### config.mk
export PLATFORM = sky130hd
export DESIGN_NAME = muldiv_unit
export DESIGN_NICKNAME = d
export VERILOG_FILES = /design/src/rtl/muldiv_pkg.sv /design/src/rtl/muldiv_unit.sv
export SDC_FILE = /design/constraint.sdc
export NUM_CORES = 1
export LEC_CHECK = 0
export BUFFER_PORTS_ARGS = -buffer_cell sky130_fd_sc_hd__buf_4
export CORE_UTILIZATION = 50
export CTS_BUF_LIST = sky130_fd_sc_hd__clkbuf_4 sky130_fd_sc_hd__clkbuf_8 sky130_fd_sc_hd__clkbuf_16
export CTS_CLUSTER_DIAMETER = 50
export DETAILED_ROUTE_END_ITERATION = 10
export GPL_TIMING_DRIVEN = 0
export MAX_ROUTING_LAYER = met4
export PLACE_DENSITY = 0.8
export SYNTH_ARGS = -nofsm -noshare
export SYNTH_HDL_FRONTEND = slang
export SYNTH_SLANG_ARGS = --single-unit
### constraint.sdc
create_clock -name clk -period 3.1 [get_ports clk]
set_input_delay 0.155 -clock clk [delete_from_list [all_inputs] [get_ports clk]]
set_output_delay 0.155 -clock clk [all_outputs]
set_load 0.02 [all_outputs]
### src/rtl/muldiv_pkg.sv
// Shared constants for the multi-cycle multiply/divide unit and its register-file neighbours.
package muldiv_pkg;

    typedef enum logic [2:0] {
        ST_IDLE  = 3'd0,
        ST_RUN   = 3'd1,
        ST_FIXUP = 3'd2,
        ST_WB_LO = 3'd3,
        ST_WB_R0 = 3'd4
    } state_e;

    localparam logic OP_MUL = 1'b0;
    localparam logic OP_DIV = 1'b1;

    // Write-port encodings shared with the register file and instruction decoder.
    localparam logic [1:0] RW_NONE = 2'b00;
    localparam logic [1:0] RW_R0   = 2'b01;
    localparam logic [1:0] RW_REG  = 2'b11;

    localparam logic [15:0] DIV0_QUOT = 16'hFFFF;

    localparam logic [4:0] LAST_ITER = 5'd15;

endpackage

### src/rtl/muldiv_unit.sv
// Signed 16-bit multiply/divide: 16-cycle shift datapath on magnitudes, sign fixup,
// then two single-write cycles into the register file (dest word, then R0).
module muldiv_unit
    import muldiv_pkg::*;
#(
    parameter int DATA_W     = 16,
    parameter int REG_ADDR_W = 4
) (
    input  logic                  clk,
    input  logic                  reset,
    input  logic                  start,
    input  logic                  op,
    input  logic [DATA_W-1:0]     operand_a,
    input  logic [DATA_W-1:0]     operand_b,
    input  logic [REG_ADDR_W-1:0] dest_reg,
    output logic                  busy,
    output logic                  done,
    output logic                  div_by_zero,
    output logic [REG_ADDR_W-1:0] write_reg,
    output logic [DATA_W-1:0]     write_data,
    output logic [DATA_W-1:0]     r0,
    output logic [1:0]            reg_write
);

    localparam int W = DATA_W;
    localparam logic [W-1:0]   ONE_W  = {{(W-1){1'b0}}, 1'b1};
    localparam logic [2*W-1:0] ONE_2W = {{(2*W-1){1'b0}}, 1'b1};

    function automatic logic [W-1:0] neg_word(input logic [W-1:0] v, input logic neg);
        if (neg) begin
            return ~v + ONE_W;
        end else begin
            return v;
        end
    endfunction

    function automatic logic [2*W-1:0] neg_wide(input logic [2*W-1:0] v, input logic neg);
        if (neg) begin
            return ~v + ONE_2W;
        end else begin
            return v;
        end
    endfunction

    state_e                state_q;
    logic [4:0]            cnt_q;
    logic                  op_q;
    logic [REG_ADDR_W-1:0] dest_q;
    logic                  sign_a_q;
    logic                  sign_b_q;
    logic                  dz_q;
    logic [W-1:0]          mag_q;
    logic [2*W-1:0]        acc_q;
    logic [W-1:0]          res_hi_q;

    logic                  busy_q;
    logic                  done_q;
    logic                  dbz_q;
    logic [REG_ADDR_W-1:0] write_reg_q;
    logic [W-1:0]          write_data_q;
    logic [W-1:0]          r0_q;
    logic [1:0]            reg_write_q;

    // An unsigned W-bit magnitude holds 32768, so 0x8000 needs no special case here.
    logic [W-1:0]   mag_a_s;
    logic [W-1:0]   mag_b_s;
    logic [W:0]     mul_sum_s;
    logic [W:0]     div_top_s;
    logic           div_ge_s;
    logic [2*W-1:0] acc_step_s;
    logic [2*W-1:0] prod_s;
    logic [W-1:0]   fix_lo_s;
    logic [W-1:0]   fix_hi_s;

    // Operand magnitudes captured at start.
    always_comb begin
        mag_a_s = neg_word(operand_a, operand_a[W-1]);
        mag_b_s = neg_word(operand_b, operand_b[W-1]);
    end

    // One shift-add (MUL) or restoring-subtract (DIV) iteration on the shared accumulator.
    always_comb begin
        if (acc_q[0]) begin
            mul_sum_s = {1'b0, acc_q[2*W-1:W]} + {1'b0, mag_q};
        end else begin
            mul_sum_s = {1'b0, acc_q[2*W-1:W]};
        end
        div_top_s = acc_q[2*W-1:W-1];
        div_ge_s  = (div_top_s >= {1'b0, mag_q});
        if (op_q == OP_MUL) begin
            acc_step_s = {mul_sum_s, acc_q[W-1:1]};
        end else if (div_ge_s) begin
            acc_step_s = {div_top_s[W-1:0] - mag_q, acc_q[W-2:0], 1'b1};
        end else begin
            acc_step_s = {div_top_s[W-1:0], acc_q[W-2:0], 1'b0};
        end
    end

    // Sign fixup: remainder follows the dividend's sign (truncating division).
    always_comb begin
        prod_s = neg_wide(acc_q, sign_a_q ^ sign_b_q);
        if (op_q == OP_MUL) begin
            fix_lo_s = prod_s[W-1:0];
            fix_hi_s = prod_s[2*W-1:W];
        end else begin
            fix_lo_s = neg_word(acc_q[W-1:0], sign_a_q ^ sign_b_q);
            fix_hi_s = neg_word(acc_q[2*W-1:W], sign_a_q);
        end
    end

    // Control FSM with registered write-port outputs.
    always_ff @(posedge clk or negedge reset) begin
        if (!reset) begin
            state_q      <= ST_IDLE;
            cnt_q        <= 5'd0;
            op_q         <= OP_MUL;
            dest_q       <= {REG_ADDR_W{1'b0}};
            sign_a_q     <= 1'b0;
            sign_b_q     <= 1'b0;
            dz_q         <= 1'b0;
            mag_q        <= {W{1'b0}};
            acc_q        <= {(2*W){1'b0}};
            res_hi_q     <= {W{1'b0}};
            busy_q       <= 1'b0;
            done_q       <= 1'b0;
            dbz_q        <= 1'b0;
            write_reg_q  <= {REG_ADDR_W{1'b0}};
            write_data_q <= {W{1'b0}};
            r0_q         <= {W{1'b0}};
            reg_write_q  <= RW_NONE;
        end else begin
            case (state_q)
                ST_IDLE: begin
                    if (start) begin
                        op_q     <= op;
                        dest_q   <= dest_reg;
                        sign_a_q <= operand_a[W-1];
                        sign_b_q <= operand_b[W-1];
                        cnt_q    <= 5'd0;
                        busy_q   <= 1'b1;
                        if ((op == OP_DIV) && (operand_b == {W{1'b0}})) begin
                            dz_q         <= 1'b1;
                            res_hi_q     <= operand_a;
                            write_reg_q  <= dest_reg;
                            write_data_q <= DIV0_QUOT;
                            reg_write_q  <= RW_REG;
                            state_q      <= ST_WB_LO;
                        end else begin
                            dz_q    <= 1'b0;
                            state_q <= ST_RUN;
                            if (op == OP_MUL) begin
                                acc_q <= {{W{1'b0}}, mag_b_s};
                                mag_q <= mag_a_s;
                            end else begin
                                acc_q <= {{W{1'b0}}, mag_a_s};
                                mag_q <= mag_b_s;
                            end
                        end
                    end
                end
                ST_RUN: begin
                    acc_q <= acc_step_s;
                    cnt_q <= cnt_q + 5'd1;
                    if (cnt_q == LAST_ITER) begin
                        state_q <= ST_FIXUP;
                    end
                end
                ST_FIXUP: begin
                    res_hi_q     <= fix_hi_s;
                    write_reg_q  <= dest_q;
                    write_data_q <= fix_lo_s;
                    reg_write_q  <= RW_REG;
                    state_q      <= ST_WB_LO;
                end
                ST_WB_LO: begin
                    r0_q        <= res_hi_q;
                    reg_write_q <= RW_R0;
                    done_q      <= 1'b1;
                    dbz_q       <= dz_q;
                    state_q     <= ST_WB_R0;
                end
                ST_WB_R0: begin
                    reg_write_q <= RW_NONE;
                    done_q      <= 1'b0;
                    dbz_q       <= 1'b0;
                    busy_q      <= 1'b0;
                    state_q     <= ST_IDLE;
                end
                default: begin
                    reg_write_q <= RW_NONE;
                    done_q      <= 1'b0;
                    dbz_q       <= 1'b0;
                    busy_q      <= 1'b0;
                    state_q     <= ST_IDLE;
                end
            endcase
        end
    end

    assign busy        = busy_q;
    assign done        = done_q;
    assign div_by_zero = dbz_q;
    assign write_reg   = write_reg_q;
    assign write_data  = write_data_q;
    assign r0          = r0_q;
    assign reg_write   = reg_write_q;

endmodule

Yosys cells after proc, flatten, opt, wreduce, memory -nomap -nowiden
Cells that the tools add are included.
{"block": "classes", "n_addsub": 8, "n_lt_le_gt_ge": 1, "eq_ne": 8, "muxes": 38, "n_bitwise": 9, "n_reduce_logical": 15}
{"operator": "$mux 16", "n": 12}
{"operator": "$mux 32", "n": 5}
{"operator": "$add 16x1->16 const B", "n": 4}
{"operator": "$not 16->16", "n": 4}
{"operator": "$pmux 16 s2", "n": 2}
{"operator": "$pmux 32 s2", "n": 1}
{"operator": "$add 32x1->32 const B", "n": 1}
{"operator": "$not 32->32", "n": 1}
{"operator": "$add 16x16->17", "n": 1}
{"operator": "$ge 17x16->1", "n": 1}
{"operator": "$mux 17", "n": 1}
{"operator": "$logic_not 16->1", "n": 1}
{"operator": "$sub 16x16->16", "n": 1}
{"operator": "$pmux 3 s4", "n": 1}
{"operator": "$reduce_and 3->1", "n": 4}
{"operator": "$pmux 5 s2", "n": 1}
{"operator": "$mux 4", "n": 2}
{"operator": "$ne 2x2->1 const B", "n": 4}
{"operator": "$pmux 2 s4", "n": 1}
{"operator": "$pmux 4 s2", "n": 1}
{"operator": "$reduce_and 2->1", "n": 4}
{"operator": "$eq 3x2->1 const B", "n": 2}
{"operator": "$mux 2", "n": 3}
{"operator": "$mux 3", "n": 2}
{"operator": "12 further kinds", "n": 19}
{"block": "totals", "reg_bits": 121, "in_bits": 40, "output_inout_bits": 41, "word_cells": 96}

Longest topological paths before layout
{"block": "logic_depth", "depth_word": 7, "depth_mapped": 12, "ltp_nobuf": 11}

Worst setup path before layout
Ideal clock, no wire load.
{"block": "synth_timing", "path_kind": "register to register", "startpoint": "register acc_q[16]", "endpoint": "register acc_q[29]", "setup_ns": 0.151, "t_arrival_ns": 2.417, "required_time_ns": 2.949, "setup_slack_ns": 0.532, "path_stages_with_launch": 11, "path_buffers": 2, "cell_sequence": "dfrtp_1 > ha_1 > nor2b_1 > o31a_1 > o21ai_1 > o211ai_2 > and2_1 > buf_2 > buf_4 > a211oi_1 > a41oi_1"}
{"block": "synth_between", "elab_chain_len": 4, "elab_cells_between_ends": 7, "cone_classes": "add/sub: 2; order compare: 1; mux: 4"}
{"element": "start: declaration", "line": "muldiv_unit.sv:53", "rtl": "logic [2*W-1:0] acc_q;"}
{"element": "start signal: assignment", "line": "muldiv_unit.sv:122", "rtl": "acc_q <= {(2*W){1'b0}};"}
{"element": "start signal: assignment", "line": "muldiv_unit.sv:152", "rtl": "acc_q <= {{W{1'b0}}, mag_b_s};"}
{"element": "start signal: assignment", "line": "muldiv_unit.sv:155", "rtl": "acc_q <= {{W{1'b0}}, mag_a_s};"}
{"element": "$add 16x16->17 (tied with other cells)", "line": "muldiv_unit.sv:84", "rtl": "mul_sum_s = {1'b0, acc_q[2*W-1:W]} + {1'b0, mag_q};"}
{"element": "$mux 17 or $mux 32 (tied branches)", "line": "muldiv_unit.sv:83, muldiv_unit.sv:92"}
{"element": "$mux 32 (*)", "line": "muldiv_unit.sv:90", "rtl": "if (op_q == OP_MUL) begin"}
{"element": "$pmux 32 s2 (*)", "line": "muldiv_unit.sv:132", "rtl": "case (state_q)"}
Every way passes the cells marked *; elsewhere a longest branch is shown, timed or not.
A chain may end at the register's enable or synchronous reset.

Final worst setup path
Same ends and word-level chain as after synthesis.

==> summary by stage <==
Status
The run finished with clean final reports.

Final layout
The register with the most flip-flops in the layout has 32 of them. The layout has 1445 filler cells. The share of layout cells above drive strength 1 is 15.3%. Ranked by flip-flop count, first place goes to acc_q. From synthesis to final layout, the design area changed by 18.8%.

Once layout is done, the placed cells without fillers occupy 0.0103 sq mm. The number of antenna diodes in the final layout is 0. The final core utilization is 61.5%. The net total in the final layout is 1215.

Logic synthesis
The cell area that synthesis handed to floorplanning was 0.00871 sq mm. The per-instance average area after synthesis is 8.46 sq um. For this run, the number of Yosys warnings is 0.

After synthesis, the share of flip-flops with an asynchronous set or reset is 100%. The synthesized design contains 0 enable-type register cells. Counting distinct cell types in the post-synthesis netlist gives 85.

The commonest register cell after synthesis is sky130_fd_sc_hd__dfrtp_1. The cell count after synthesis came out at 1030. The sequential share of the synthesized area is 34.8%.

The net count of the mapped netlist is 1110. In this run, synthesis produced a sequential element count of 121.

Hold path
The worst hold path was traced through 3 stages. The path with the worst hold slack has its endpoint at res_hi_q[5]. The startpoint identified for the worst hold timing path is operand_a[5]. The worst hold-check path type is primary input to flip-flop.

Critical path
The data arrival time of the worst path is 3170 ps. Traced cell by cell, the critical path runs through ha_1 > nor2b_1 > o31a_1 > o21ai_2 > o211ai_2 > and2_1 > buf_2 > buf_4 > a211oi_1 > a41oi_1. The startpoint identified for the worst register-to-register timing path is acc_q[16]. The kind of capture point of the worst setup path is a flip-flop. The slowest cell on the critical path is sky130_fd_sc_hd__dfrtp_2. STA classifies the critical path startpoint as a flip-flop. At the worst endpoint, the required time is 3360 ps. The internal reg-to-reg setup slack is 200 ps.

The capturing point of the worst reg2reg path is acc_q[29]. By startpoint and endpoint, the worst setup path is classified as flip-flop to flip-flop. The critical-path maximum fanout is 10. The number of cells on the worst reg-to-reg path is 10.

In this design, the stage delay of the slowest critical-path cell is around 500 ps. The cell family contributing the most delay on the critical path is compound AO/OA/AOI/OAI gates. The total buffers and inverters traversed by the critical path is 2.

CTS
The number of clock sinks is around 120. The maximum count of clock buffers along a single path is 2. The number of clock buffers added by TritonCTS is 17. Clock latency on the worst-skew pair, taken at its later pin, is 430 ps. The clock root buffer is sky130_fd_sc_hd__clkbuf_16. The clock edge transition at the registers on the reported setup and hold paths is 60 ps.

The H-tree was split into 4 levels. TritonCTS built the clock tree.

Global route
The largest net degree at the start of global routing is ~90. The remaining global-route overflow is 0. The number of global-route vias before repair was between 7000 and 8000. Across every metal layer, demand over resource in global routing totals roughly a third. The number of antenna violations at the first check in global routing is 0. The global-route wire length before repair is roughly 42000 um.

Timing
Once routing completed, OpenROAD measured the worst setup slack at 196 ps. The share of the cycle needed by the critical path after routing is between 90% and 100%. The routed design could run at a clock period as short as between 2000 and 3000 ps.

The setup TNS after final layout is 0 ps. Setup repair after global routing left no endpoint under its margin. Hold timing on the final database bottoms out at a slack of 17.4 ps. The number of hold violations in the final report came to 0.

Setup violations remaining at the end of the flow were counted as 0. Clock skew on the completed layout was measured at 7.11 ps. Headroom to the max-slew limit came out at 34.4%. At the pin with the least slew margin, the transition time is 981 ps.

The count of pins over their slew limit was 0. Derived from the worst setup path, the maximum achievable clock frequency is around 340 MHz.

Floorplan
The width of the die is roughly 130 um. The initial standard-cell utilization of the core is 51.8%. The vertical die dimension is about 130 um. The site row count is 47.

The count of boundary I/O pins is 81. The die covers around 0.018 sq mm. The total core area is 0.0168 sq mm.

Placed design
The global placement routability congestion is 0.986. The number of I/O port buffers is 79. The HPWL after detailed placement is between 20000 and 25000 um. The total placed instance area is 0.00961 sq mm.

The minimum setup slack after placement is -135 ps.

Detailed routing
The remaining antenna violation count after routing is 0. Summed over all layers, the routed wires come to 27000 um. For this run, design rule violations remaining after detail routing come to 0. In the routed layout, each cell is associated on average with a via count of approximately 6.3.

In this run, the number of DRC markers left after iteration 0 of detailed routing was 858. The detailed-route via count is 8568. The first-pass iteration count of the detailed router is 6. In the final routed layout, each cell accounts on average for 19.7 um.

Pwr
VDD sags by at most about 0.68 mV. For this design the static power due to leakage is 4.54 nW. The power density normalized to cell area is 1300 mW/mm^2.

Run
Across the run, the number of max-cap violations was 0.
## Yosys cell counts, types with 7 or more instances
| master | n | area, sq um |
|---|---|---|
| sky130_fd_sc_hd__o221ai_1 | 9 | 78.8 |
| sky130_fd_sc_hd__clkbuf_1 | 42 | 158 |
| sky130_fd_sc_hd__nand2b_1 | 10 | 62.6 |
| sky130_fd_sc_hd__nor2b_1 | 8 | 50.1 |
| sky130_fd_sc_hd__o21a_1 | 9 | 67.6 |
| sky130_fd_sc_hd__nand3_1 | 23 | 115 |
| sky130_fd_sc_hd__a22oi_1 | 8 | 60.1 |
| sky130_fd_sc_hd__a21oi_1 | 66 | 330 |
| sky130_fd_sc_hd__a31oi_1 | 13 | 81.3 |
| sky130_fd_sc_hd__xnor2_1 | 38 | 333 |
| sky130_fd_sc_hd__o211ai_1 | 10 | 75.1 |
| sky130_fd_sc_hd__nand2_1 | 135 | 507 |
| sky130_fd_sc_hd__dfrtp_1 | 121 | 3030 |
| sky130_fd_sc_hd__buf_2 | 7 | 35.0 |
| sky130_fd_sc_hd__or4_1 | 7 | 52.6 |
| sky130_fd_sc_hd__nor3_1 | 21 | 105 |
| sky130_fd_sc_hd__o31ai_1 | 13 | 97.6 |
| sky130_fd_sc_hd__and3_1 | 8 | 50.1 |
| sky130_fd_sc_hd__nor4_1 | 9 | 56.3 |
| sky130_fd_sc_hd__inv_1 | 37 | 139 |
| sky130_fd_sc_hd__xor2_1 | 40 | 350 |
| sky130_fd_sc_hd__mux2_2 | 15 | 169 |
| sky130_fd_sc_hd__o41ai_1 | 7 | 61.3 |
| sky130_fd_sc_hd__a21o_1 | 11 | 82.6 |
| sky130_fd_sc_hd__ha_1 | 38 | 475 |
| sky130_fd_sc_hd__o21ai_0 | 58 | 290 |
| sky130_fd_sc_hd__mux2i_1 | 27 | 270 |
| sky130_fd_sc_hd__o21ai_1 | 28 | 140 |
| sky130_fd_sc_hd__nor2_1 | 89 | 334 |
| sky130_fd_sc_hd__a211oi_1 | 17 | 128 |
## per-stage QoR
step                cells  power, mW
CTS                  1367       13.2
floorplan            1030       8.76
finish               1368       13.5
global route         1368       14.4
global placement     1329       10.8
detailed placement   1330       11.0
## layout by cell type, fill, tap and decap left out, types with 6 or more instances in the layout
master and count:
sky130_fd_sc_hd__a211oi_1 16, sky130_fd_sc_hd__a21o_1 11, sky130_fd_sc_hd__a21oi_1 65, sky130_fd_sc_hd__a22oi_1 8, sky130_fd_sc_hd__a31oi_1 13, sky130_fd_sc_hd__and3_1 8
sky130_fd_sc_hd__buf_1 6, sky130_fd_sc_hd__buf_2 7, sky130_fd_sc_hd__buf_4 82, sky130_fd_sc_hd__clkbuf_1 40, sky130_fd_sc_hd__clkbuf_16 17, sky130_fd_sc_hd__dfrtp_1 117
sky130_fd_sc_hd__ha_1 38, sky130_fd_sc_hd__inv_1 37, sky130_fd_sc_hd__mux2_2 15, sky130_fd_sc_hd__mux2i_1 27, sky130_fd_sc_hd__nand2_1 135, sky130_fd_sc_hd__nand2b_1 10
sky130_fd_sc_hd__nand3_1 23, sky130_fd_sc_hd__nand4_1 6, sky130_fd_sc_hd__nor2_1 88, sky130_fd_sc_hd__nor2b_1 8, sky130_fd_sc_hd__nor3_1 20, sky130_fd_sc_hd__nor4_1 9
sky130_fd_sc_hd__o211ai_1 10, sky130_fd_sc_hd__o21a_1 9, sky130_fd_sc_hd__o21ai_0 58, sky130_fd_sc_hd__o21ai_1 27, sky130_fd_sc_hd__o221ai_1 9, sky130_fd_sc_hd__o31ai_1 13
sky130_fd_sc_hd__o41ai_1 7, sky130_fd_sc_hd__or3_1 6, sky130_fd_sc_hd__or4_1 7, sky130_fd_sc_hd__xnor2_1 38, sky130_fd_sc_hd__xor2_1 40
## worst register-to-register path, stage by stage, from the launching register on
cell and delay (ps):
sky130_fd_sc_hd__dfrtp_2 500, sky130_fd_sc_hd__ha_1 340, sky130_fd_sc_hd__nor2b_1 150, sky130_fd_sc_hd__o31a_1 280, sky130_fd_sc_hd__o21ai_2 360, sky130_fd_sc_hd__o211ai_2 220, sky130_fd_sc_hd__and2_1 180, sky130_fd_sc_hd__buf_2 160
sky130_fd_sc_hd__buf_4 200, sky130_fd_sc_hd__a211oi_1 280, sky130_fd_sc_hd__a41oi_1 80
## per-layer routing
layer,GRT usage (%),part of all wire [%]
met1,41.6,43
met2,49.1,45
met3,5.18,8.3
met4,11.4,3.1
met5,-,0
## where the power goes
group	total, mW	leakage (nW)	internal [mW]	switching, mW
logic	8.22	2.77	3.40	4.83
clock network	2.13	0.301	1.36	0.769
registers	3.15	1.47	2.33	0.825
total	13.5	4.54	7.08	6.42
## timing repair
action | 4_1_cts | 5_1_grt
endpoints found under the setup margin | 9 | 10
endpoints found under the hold margin | 39 | 0
pin swaps | 0 | 2
resized for setup | 2 | 10
buffers inserted | 0 | 3
hold buffers | 5 | 0
## how the worst max path moves through the flow
| stage | to | cells after the start | start |
|---|---|---|---|
| CTS | acc_q[29] | 10 | acc_q[16] |
| floorplan | acc_q[29] | 10 | acc_q[16] |
| finish | acc_q[29] | 10 | acc_q[16] |
| detailed placement | acc_q[22] | 11 | operand_b[0] |
| global route | acc_q[29] | 11 | mag_q[1] |
| global placement | acc_q[25] | 11 | operand_b[0] |
## cells by family (layout without fill, tap and decap cells)
family                   count (synthesis)  in the layout  share of synthesized area, %
AO/OA/AOI/OAI                          298            298                          22.4
XOR/XNOR                                79             79                          8.03
adder cells (fa/ha/maj)                 40             40                          5.92
buffers and inverters                   98            216                          4.54
flip-flops                             121            121                          34.8
multiplexers                            42             42                          5.04
AND/OR/NAND/NOR                        352            352                          19.3
## area by class of cell
cell class	instances	area, sq um	area share, %
Clock inverter	14	196	1.90
Inverter	40	150	1.45
Multi-Input combinational cell	811	5330	51.5
Clock buffer	18	433	4.18
Timing Repair Buffer	88	697	6.73
Buffer	56	238	2.30
Tap cell	220	275	2.66
Sequential cell	121	3030	29.3
Power figures use the tool's default switching activity.
